===== src/rtl/cpu_pkg.sv =====
// Shared definitions for the Mini SRC hardwired control unit.
// Defines opcode constants, ALU function encodings and the sequencer state type.
package cpu_pkg;

    localparam logic [4:0] OP_NOP  = 5'b00000;
    localparam logic [4:0] OP_ADD  = 5'b00011;
    localparam logic [4:0] OP_SUB  = 5'b00100;
    localparam logic [4:0] OP_SHR  = 5'b00101;
    localparam logic [4:0] OP_SHL  = 5'b00110;
    localparam logic [4:0] OP_ROR  = 5'b00111;
    localparam logic [4:0] OP_ROL  = 5'b01000;
    localparam logic [4:0] OP_AND  = 5'b01001;
    localparam logic [4:0] OP_OR   = 5'b01010;
    localparam logic [4:0] OP_MUL  = 5'b01110;
    localparam logic [4:0] OP_DIV  = 5'b01111;
    localparam logic [4:0] OP_HALT = 5'b11011;

    localparam logic [3:0] ALU_NONE = 4'd0;
    localparam logic [3:0] ALU_ADD  = 4'd1;
    localparam logic [3:0] ALU_SUB  = 4'd2;
    localparam logic [3:0] ALU_SHR  = 4'd3;
    localparam logic [3:0] ALU_SHL  = 4'd4;
    localparam logic [3:0] ALU_ROR  = 4'd5;
    localparam logic [3:0] ALU_ROL  = 4'd6;
    localparam logic [3:0] ALU_AND  = 4'd7;
    localparam logic [3:0] ALU_OR   = 4'd8;
    localparam logic [3:0] ALU_MUL  = 4'd9;
    localparam logic [3:0] ALU_DIV  = 4'd10;

    typedef enum logic [3:0] {
        ST_RST,
        ST_T0,
        ST_T1,
        ST_T1W,
        ST_T2,
        ST_T3,
        ST_T4,
        ST_T5,
        ST_T6,
        ST_HALT
    } state_t;

endpackage


===== src/rtl/opcode_decoder.sv =====
// Combinational opcode classifier for the control sequencer.
// MUL/DIV are recognised only when CTRL_MULDIV_EN is defined.
module opcode_decoder
    import cpu_pkg::*;
#(
    parameter int OPW = 5
) (
    input  logic [OPW-1:0] i_opcode,
    output logic [3:0]     o_alu_op,
    output logic           o_is_alu,
    output logic           o_is_muldiv,
    output logic           o_is_halt,
    output logic           o_is_nop
);

    always_comb begin
        o_alu_op    = ALU_NONE;
        o_is_alu    = 1'b0;
        o_is_muldiv = 1'b0;
        o_is_halt   = 1'b0;
        o_is_nop    = 1'b0;
        case (i_opcode)
            OP_ADD:  begin o_alu_op = ALU_ADD; o_is_alu = 1'b1; end
            OP_SUB:  begin o_alu_op = ALU_SUB; o_is_alu = 1'b1; end
            OP_SHR:  begin o_alu_op = ALU_SHR; o_is_alu = 1'b1; end
            OP_SHL:  begin o_alu_op = ALU_SHL; o_is_alu = 1'b1; end
            OP_ROR:  begin o_alu_op = ALU_ROR; o_is_alu = 1'b1; end
            OP_ROL:  begin o_alu_op = ALU_ROL; o_is_alu = 1'b1; end
            OP_AND:  begin o_alu_op = ALU_AND; o_is_alu = 1'b1; end
            OP_OR:   begin o_alu_op = ALU_OR;  o_is_alu = 1'b1; end
`ifdef CTRL_MULDIV_EN
            OP_MUL:  begin o_alu_op = ALU_MUL; o_is_muldiv = 1'b1; end
            OP_DIV:  begin o_alu_op = ALU_DIV; o_is_muldiv = 1'b1; end
`endif
            OP_HALT: o_is_halt = 1'b1;
            OP_NOP:  o_is_nop  = 1'b1;
            default: ;
        endcase
    end

endmodule


===== src/rtl/control_sequencer.sv =====
// Hardwired Moore control unit driving the Mini SRC datapath strobes per T-state.
// Optional feature macro: CTRL_MULDIV_EN (MUL/DIV execute through T6).
module control_sequencer
    import cpu_pkg::*;
#(
    parameter int OPW = 5,
    parameter int RFW = 4
) (
    input  logic        Clock,
    input  logic        Resetn,
    input  logic [31:0] IR,
    input  logic        Mem_ready,
    input  logic        Stop,
    output logic        PCout,
    output logic        Zlowout,
    output logic        Zhighout,
    output logic        MDRout,
    output logic        Rout,
    output logic        MARin,
    output logic        PCin,
    output logic        MDRin,
    output logic        IRin,
    output logic        Yin,
    output logic        Zin,
    output logic        Rin,
    output logic        LOin,
    output logic        HIin,
    output logic        IncPC,
    output logic        Read,
    output logic        Gra,
    output logic        Grb,
    output logic        Grc,
    output logic [3:0]  ALU_op,
    output logic        Run,
    output logic        Illegal
);

    state_t     r_state, w_next;
    logic       r_stop;
    logic       w_stop_req;
    logic [3:0] w_alu_op;
    logic       w_is_alu, w_is_muldiv, w_is_halt, w_is_nop;
    logic       w_lo_in, w_hi_in, w_zhigh_out;

    logic [31-OPW:0] w_unused_ir;
    logic [RFW-1:0]  w_unused_ra;
    assign w_unused_ir = IR[31-OPW:0];
    assign w_unused_ra = IR[31-OPW -: RFW];

    opcode_decoder #(.OPW(OPW)) u_dec (
        .i_opcode    (IR[31 -: OPW]),
        .o_alu_op    (w_alu_op),
        .o_is_alu    (w_is_alu),
        .o_is_muldiv (w_is_muldiv),
        .o_is_halt   (w_is_halt),
        .o_is_nop    (w_is_nop)
    );

    // A Stop seen mid-instruction is remembered until the instruction boundary.
    assign w_stop_req = Stop | r_stop;

    always_ff @(posedge Clock) begin
        if (!Resetn) begin
            r_state <= ST_RST;
            r_stop  <= 1'b0;
        end else begin
            r_state <= w_next;
            r_stop  <= r_stop | Stop;
        end
    end

    always_comb begin
        w_next      = r_state;
        PCout       = 1'b0;
        Zlowout     = 1'b0;
        MDRout      = 1'b0;
        Rout        = 1'b0;
        MARin       = 1'b0;
        PCin        = 1'b0;
        MDRin       = 1'b0;
        IRin        = 1'b0;
        Yin         = 1'b0;
        Zin         = 1'b0;
        Rin         = 1'b0;
        IncPC       = 1'b0;
        Read        = 1'b0;
        Gra         = 1'b0;
        Grb         = 1'b0;
        Grc         = 1'b0;
        ALU_op      = ALU_NONE;
        Illegal     = 1'b0;
        w_lo_in     = 1'b0;
        w_hi_in     = 1'b0;
        w_zhigh_out = 1'b0;
        Run         = (r_state != ST_RST) && (r_state != ST_HALT);
        case (r_state)
            ST_RST: w_next = ST_T0;
            ST_T0: begin
                PCout = 1'b1; MARin = 1'b1; IncPC = 1'b1; Zin = 1'b1;
                w_next = ST_T1;
            end
            ST_T1: begin
                Zlowout = 1'b1; PCin = 1'b1; Read = 1'b1; MDRin = 1'b1;
                w_next = Mem_ready ? ST_T2 : ST_T1W;
            end
            ST_T1W: begin
                Read = 1'b1; MDRin = 1'b1;
                if (Mem_ready) w_next = ST_T2;
            end
            ST_T2: begin
                MDRout = 1'b1; IRin = 1'b1;
                w_next = ST_T3;
            end
            ST_T3: begin
                if (w_is_alu) begin
                    Grb = 1'b1; Rout = 1'b1; Yin = 1'b1;
                    w_next = ST_T4;
                end else if (w_is_muldiv) begin
                    Gra = 1'b1; Rout = 1'b1; Yin = 1'b1;
                    w_next = ST_T4;
                end else if (w_is_halt) begin
                    w_next = ST_HALT;
                end else begin
                    Illegal = !w_is_nop;
                    w_next  = w_stop_req ? ST_HALT : ST_T0;
                end
            end
            ST_T4: begin
                Rout = 1'b1; Zin = 1'b1; ALU_op = w_alu_op;
                Grb  = w_is_muldiv;
                Grc  = !w_is_muldiv;
                w_next = ST_T5;
            end
            ST_T5: begin
                Zlowout = 1'b1;
                if (w_is_muldiv) begin
                    w_lo_in = 1'b1;
                    w_next  = ST_T6;
                end else begin
                    Gra = 1'b1; Rin = 1'b1;
                    w_next = w_stop_req ? ST_HALT : ST_T0;
                end
            end
            ST_T6: begin
                w_zhigh_out = 1'b1; w_hi_in = 1'b1;
                w_next = w_stop_req ? ST_HALT : ST_T0;
            end
            ST_HALT: w_next = ST_HALT;
            default: w_next = ST_RST;
        endcase
    end

    // Without MUL/DIV the decoder never flags muldiv, so T6 is unreachable.
`ifdef CTRL_MULDIV_EN
    assign LOin     = w_lo_in;
    assign HIin     = w_hi_in;
    assign Zhighout = w_zhigh_out;
`else
    logic w_unused_md;
    assign w_unused_md = w_lo_in | w_hi_in | w_zhigh_out;
    assign LOin        = 1'b0;
    assign HIin        = 1'b0;
    assign Zhighout    = 1'b0;
`endif

endmodule

===== config.mk =====
export PLATFORM = sky130hd
export DESIGN_NAME = control_sequencer
export DESIGN_NICKNAME = d
export VERILOG_FILES = /design/src/rtl/cpu_pkg.sv /design/src/rtl/opcode_decoder.sv /design/src/rtl/control_sequencer.sv
export SDC_FILE = /design/constraint.sdc
export NUM_CORES = 1
export LEC_CHECK = 0
export BUFFER_PORTS_ARGS = -buffer_cell sky130_fd_sc_hd__buf_2
export CORE_MARGIN = 2
export CORE_UTILIZATION = 35
export CTS_CLUSTER_DIAMETER = 80
export CTS_CLUSTER_SIZE = 24
export DETAILED_ROUTE_END_ITERATION = 6
export PLACE_DENSITY = 0.76
export SYNTH_ARGS = -nofsm -noshare
export SYNTH_HDL_FRONTEND = slang
export SYNTH_SLANG_ARGS = --single-unit

===== constraint.sdc =====
create_clock -name Clock -period 1.6 [get_ports Clock]
set_input_delay 0.08 -clock Clock [delete_from_list [all_inputs] [get_ports Clock]]
set_output_delay 0.08 -clock Clock [all_outputs]
set_load 0.05 [all_outputs]

==> results of run 1 <==
[registers in the layout (all words and copies together) (netlist names)]
register and cells:
r_state 4, r_stop 1
[routing by layer]
layer / up-vias / track usage / wire, um
met5: - / 0 / 0
met4: 0 / 0.0514 / 8
met3: 2 / 0.0706 / 117
met2: 30 / 0.300 / 859
met1: 330 / 0.191 / 703
li1: 356 / - / -
[worst max-delay path by stage]
stage / startpoint / end / slack, ns / depth (start not counted)
finish: r_state[3] / ALU_op[3] / -0.06 / 4
global route: r_state[3] / ALU_op[3] / -0.11 / 4
CTS: r_state[3] / ALU_op[3] / -0.06 / 4
detailed placement: r_state[1] / ALU_op[3] / 0.09 / 4
global placement: r_state[2] / ALU_op[3] / 0.10 / 4
floorplan: r_state[0] / ALU_op[1] / -0.10 / 4
[area by class of cell]
cell class,count,share of cell area
well taps,25,0.0354
inverters,4,0.0255
repair buffers,36,0.260
multi-input cells,69,0.532
clock buffers,4,0.0297
flip-flops and latches,5,0.117
[through the flow]
step	hold slack [ns]	util	area (um^2)	setup TNS (ns)	total power, W
6_report	0.134	0.518	885	-0.0673	0.000788
5_1_grt	0.143	0.518	885	-0.369	0.000831
4_1_cts	0.121	0.509	870	-0.0621	0.000789
3_5_place_dp	0.379	0.478	817	0	0.000621
3_3_place_gp	0.366	0.478	817	0	0.000613
2_1_floorplan	0.208	-	686	-0.529	0.000541
[cell families after synthesis]
family                   Yosys count
AND/OR/NAND/NOR                   44
AO/OA/AOI/OAI                     20
buffers and inverters             17
flip-flops                         5
XOR/XNOR                           1
adder cells (fa/ha/maj)            1
other                              1
[placed cells by master (no fill, tap or decap), types with 2 or more instances in the layout]
master / Yosys / layout
o21ai_0: 3 / 3
nor2b_1: 2 / 2
dfxtp_1: 5 / 2
or3_4: 2 / 2
o2111ai_1: 2 / 2
a21oi_1: 4 / 3
nor2_1: 13 / 12
nand2_1: 7 / 7
buf_6: 1 / 4
clkinvlp_4: 0 / 2
nor3_2: 0 / 2
nand2b_1: 3 / 3
o211ai_1: 2 / 2
buf_2: 1 / 22
o22ai_1: 2 / 2
clkbuf_4: 0 / 4
nand2b_4: 2 / 2
buf_4: 10 / 9
nand3_1: 3 / 3
o21a_1: 2 / 2
dfxtp_2: 0 / 3
or2_2: 3 / 2
conb_1: 1 / 3
[worst register-to-register path, stage by stage, from the launching register on]
cell,delay (ns)
dfxtp_2,0.34
buf_4,0.18
or3b_1,0.40
o211ai_1,0.11
o2111ai_1,0.16
a21oi_1,0.13
[power groups by stage]
stage / Combinational, W / Sequential [W] / Clock, W
floorplan: 0.000395 / 0.000146 / 0
global placement: 0.000459 / 0.000154 / 0
detailed placement: 0.000465 / 0.000155 / 0
CTS: 0.000476 / 0.000154 / 0.000159
global route: 0.000507 / 0.000156 / 0.000168
finish: 0.000479 / 0.000156 / 0.000153
==> metrics.md, run 1 <==
| Metric | Value |
|---|---|
| Clock Pin Slew Worst Setup and Hold Paths | 0.05 ns |
| Async set-reset flop share out of synthesis | 0 |
| Die outline area | 0.00215 mm^2 |
| Count leader, synth | nor2_1 |
| CP max FO | 4 |
| Top post-synthesis cells by count | nor2_1, buf_4, nand2_1 |
| Reg2reg start | r_state[2] |
| Vias in the first global route | 593 |
| Critical path, cell by cell | nand2b_4 > or3_4 > nor4b_4 > buf_6 |
| Post-synthesis xor/xnor area fraction | 0.0139 |
| Fin. Hold Viols | 0 |
| Startpoint types | register |
| Synth Area in Compound Gates | 0.229 |
| Count of state elements after synthesis | 5 |
| IR drop worst, VDD | 0.453 mV |
| Seq/Total Area, Yosys | 0.159 |
| Top FF cell, synth | dfxtp_1 |
| Share of cells above drive strength 1 | 0.508 |
| Number of buffers created by CTS | 3 |
| Root buffer cell | clkbuf_4 |
| # rows | 15 |
| Core ar. | 0.00171 mm^2 |
| WHS Endpoint | r_stop |
| Setup Viol. Count Final | 3 |
| Hold Path Depth | 3 |
| RSZ-0062 raised after global routing | true |
| Combinational family with the most area after synthesis | simple AND/OR/NAND/NOR gates |
| Dpl hpwl | 1300 um |
| Area Growth Syn to Fin | 40.6% |
| Remaining antenna violation count after routing | 0 |
| IO Port Bufs | 30 |
| Maximum clock path buffer count | 2 |
| Clock power frac | 0.195 |
| Die width | 46.4 um |
| Slowest stage cell, crit path | or3_4 |
| FF/Latch Area | 104 um^2 |
| Fin worst setup slack | -0.0629 ns |
| Switch Pwr | 0.000412 W |
| First-pass GRT wire length | 2560 um |
| Mean area per synthesized cell | 7.07 um^2 |
| Hold WC Path Type | in2reg |
| Sequential power share | 0.198 |
| Cts-stage hold buffer count | 0 |
| Final Max Tran Viols | 0 |
| Max Clock Freq | 601 MHz |
| PwrDens | 890 mW/mm^2 |
| Status | finished with violations |
| Internal | 0.000375 W |
| Final Cycle Share | 1.04 |
| Synth Area in Adders | 0.0159 |
| Total of warnings raised by yosys | 0 |
| Fillers | 156 |
| Total gr overflow | 0 |
| Worst-Skew Late Latency | 0.25 ns |
| Fin crit period | 1.66 ns |
| Placed insts | 139 |
| Reg-to-reg endpoint | r_state[3] |
| Total GRT Usage | 0.173 |
| CTS tree | done |
| Wire per inst | 11.8 um |
| Die H | 46.4 um |
| DR vias/cell | 5.02 |
| Max-cap violations | 0 |
| CP Class | reg2out |
| DRT iter0 DRCs | 21 |
| DRT Wirelength | 1690 um |
| EDFF count, synth | 0 |
| Post-synth top area cell | dfxtp_1 |
| Number of gates resized after CTS | 11 |
| Worst R2R Setup Slack | 0.21 ns |
| Violated checks | setup timing |
| R2R depth | 5 |
| Pleak | 0.399 nW |
| Area of the multi-input gates | 470 um^2 |
| Mux contribution to synthesized area | 0 |
| Synth top area cells | dfxtp_1, buf_4, nor2_1 |
| Postcts setup bufs | 0 |
| Initial antenna violation count | 0 |
| RePlAce Congestion | 0.794 |
| Buf/Inv on CP | 1 |
| # nets final | 155 |
| First drt pass iteration count | 4 |
| Largest net degree at the start of global routing | 12 |
| Mapped Area | 629 um^2 |
| N_diodes | 0 |
| # DRC | 0 |
| Switch share | 0.523 |
| Via count | 718 |
| Initial Utilization | 0.368 |
| Synth top area share | 0.159 |
| Crit end category | output pin |
| Comb pwr share | 0.608 |
| Crit path required time | 1.52 ns |
| Synth cell types | 36 |
| Post-Synth Simple-Gate Area | 0.402 |
| H-tree depth | 1 |
| Pre-CTS setup slack | 0.0932 ns |
| Final Non-Filler Cells | 143 |
| CP max stage delay | 0.41 ns |
| CP top delay family | simple AND/OR/NAND/NOR gates |
| Post-synthesis cell count | 89 |
| Hold_sp | Stop |
| I/O Pins | 61 |
| CTS sink count | 5 |
| Worst Skew | 0.00403 ns |
| Crit path DAT | 1.58 ns |
Note: power is estimated with default switching activity, not from simulation.
==> run 2, diff against run 1 <==
--- a/config.mk
+++ b/config.mk
@@ -7,11 +7,13 @@
 export LEC_CHECK = 0
 export BUFFER_PORTS_ARGS = -buffer_cell sky130_fd_sc_hd__buf_2
 export CORE_MARGIN = 2
-export CORE_UTILIZATION = 35
+export CORE_UTILIZATION = 38
 export CTS_CLUSTER_DIAMETER = 80
 export CTS_CLUSTER_SIZE = 24
 export DETAILED_ROUTE_END_ITERATION = 6
-export PLACE_DENSITY = 0.76
+export PLACE_DENSITY = 0.82
+export REMOVE_ABC_BUFFERS = 1
+export SLEW_MARGIN = 20
 export SYNTH_ARGS = -nofsm -noshare
 export SYNTH_HDL_FRONTEND = slang
 export SYNTH_SLANG_ARGS = --single-unit
==> constraint.sdc (replaced) <==
create_clock -name Clock -period 2.1 [get_ports Clock]
set_input_delay 0.105 -clock Clock [delete_from_list [all_inputs] [get_ports Clock]]
set_output_delay 0.105 -clock Clock [all_outputs]
set_load 0.05 [all_outputs]
==> metrics.md, run 2 (same netlist as run 1, synthesis figures left out) <==
| Metric | Value |
|---|---|
| Startpoint types | register |
| Setup Viol. Count Final | 0 |
| Maximum clock path buffer count | 2 |
| CP Class | reg2out |
| Top reg by flops | r_state |
| Switch Pwr | 0.000295 W |
| Dpl hpwl | 1110 um |
| Max Clock Freq | 526 MHz |
| Crit path DAT | 1.80 ns |
| Placed insts | 125 |
| Hold WC Path Type | in2reg |
| # DRC | 0 |
| Overall power | 0.000555 W |
| Worst-Skew Late Latency | 0.25 ns |
| Total gr overflow | 0 |
| Area of the multi-input gates | 427 um^2 |
| Final Cycle Share | 0.906 |
| FF/Latch Area | 101 um^2 |
| Comb pwr share | 0.562 |
| Worst Skew | 0.00771 ns |
| Initial antenna violation count | 0 |
| First-pass GRT wire length | 2300 um |
| DRT iter0 DRCs | 25 |
| Number of buffers created by CTS | 3 |
| PwrDens | 743 mW/mm^2 |
| Die outline area | 0.00200 mm^2 |
| Final Non-Filler Cells | 129 |
| Crit path required time | 2.00 ns |
| IR drop worst, VDD | 0.409 mV |
| Fin crit period | 1.90 ns |
| CP max FO | 8 |
| Postcts setup bufs | 0 |
| Root buffer cell | clkbuf_4 |
| Status | completed |
| Largest net degree at the start of global routing | 11 |
| Share of cells above drive strength 1 | 0.389 |
| Most common cell after layout, fill and taps aside | buf_2 |
| RePlAce Congestion | 0.757 |
| Remaining antenna violation count after routing | 0 |
| DRT Wirelength | 1440 um |
| Switch share | 0.531 |
| Max reg flops | 4 |
| Pleak | 0.373 nW |
| N_diodes | 0 |
| Sequential power share | 0.233 |
| Fillers | 159 |
| DR vias/cell | 5.41 |
| Die H | 44.7 um |
| RSZ-0062 raised after global routing | false |
| Vias in the first global route | 563 |
| Crit end category | output pin |
| Largest regs | r_state (4), r_stop (1) |
| Fin. Hold Viols | 0 |
| Final Max Tran Viols | 0 |
| Most frequent cells in the layout | buf_2, nor2_1, nand2_1 |
| Clock Pin Slew Worst Setup and Hold Paths | 0.04 ns |
| # rows | 14 |
| First drt pass iteration count | 4 |
| Wire per inst | 11.1 um |
| Initial Utilization | 0.413 |
| Internal | 0.000260 W |
| CTS tree | done |
| Total GRT Usage | 0.154 |
| IO Port Bufs | 30 |
| # nets final | 150 |
| Area Growth Syn to Fin | 18.7% |
| Core ar. | 0.00152 mm^2 |
| Max-cap violations | 0 |
| H-tree depth | 1 |
| Die width | 44.7 um |
| I/O Pins | 61 |
| Clock power frac | 0.205 |
| Via count | 698 |
| CTS sink count | 5 |
| Final Util | 0.490 |
[run 2: cell count changes in the layout (fill, tap and decap cells not counted), sizes merged]
cell      before  now
clkinvlp       2    0
inv            2    4
clkbuf         5    4
buf           35   31
[run 2: metrics by stage]
stage | area, um^2 | setup TNS (ns) | setup slack, ns | hold slack [ns]
2_1_floorplan | 542 | -2.33 | -0.652 | 0.233
3_3_place_gp | 719 | 0 | 0.385 | 0.388
3_5_place_dp | 719 | 0 | 0.332 | 0.390
4_1_cts | 746 | 0 | 0.0572 | 0.143
5_1_grt | 747 | 0 | 0.0812 | 0.181
6_report | 747 | 0 | 0.197 | 0.145
[run 2: path summary, 6_finish.rpt]
kind / slack, ns / cells after the start / to / from
worst max register to register: 0.70 / 5 / r_state[3] / r_state[2]
worst max-delay path: 0.20 / 4 / ALU_op[3] / r_state[3]
worst min register to register: 0.51 / 2 / r_stop / r_stop
worst min-delay path: 0.15 / 3 / r_stop / Stop
[run 2: worst max-delay path: stages, from the launching register on]
cell      delay (ns)
dfxtp_1         0.37
nand2b_4        0.19
or3_4           0.40
nor4b_1         0.29
buf_2           0.31
[run 2: cell type report]
type	instances	share of cell area
well taps	16	0.0268
flip-flops and latches	5	0.136
repair buffers	31	0.211
inverters	4	0.0201
multi-input cells	69	0.571
clock buffers	4	0.0352
[run 2: repair_timing]
item	4_1_cts	5_1_grt
setup endpoints to repair	0	1
hold buffers	0	0
hold endpoints to repair	0	0
resized for setup	0	1
[run 2: power by group through the flow]
| stage | combinational, W | clock (W) | sequential (W) |
|---|---|---|---|
| after floorplan | 0.000242 | 0 | 0.000127 |
| after global placement | 0.000308 | 0 | 0.000129 |
| after detailed placement | 0.000312 | 0 | 0.000130 |
| after CTS | 0.000312 | 0.000116 | 0.000128 |
| after global routing | 0.000333 | 0.000122 | 0.000133 |
| final | 0.000312 | 0.000114 | 0.000129 |
[run 2: layer usage]
| metal | wire length, um | GRT usage | up-vias | part of all wire |
|---|---|---|---|---|
| li1 | - | - | 349 | - |
| met1 | 651 | 0.196 | 309 | 0.45 |
| met2 | 639 | 0.249 | 40 | 0.45 |
| met3 | 144 | 0.0600 | 0 | 0.10 |
| met4 | 0 | 0.0303 | 0 | 0 |
| met5 | 0 | 0 | - | 0 |
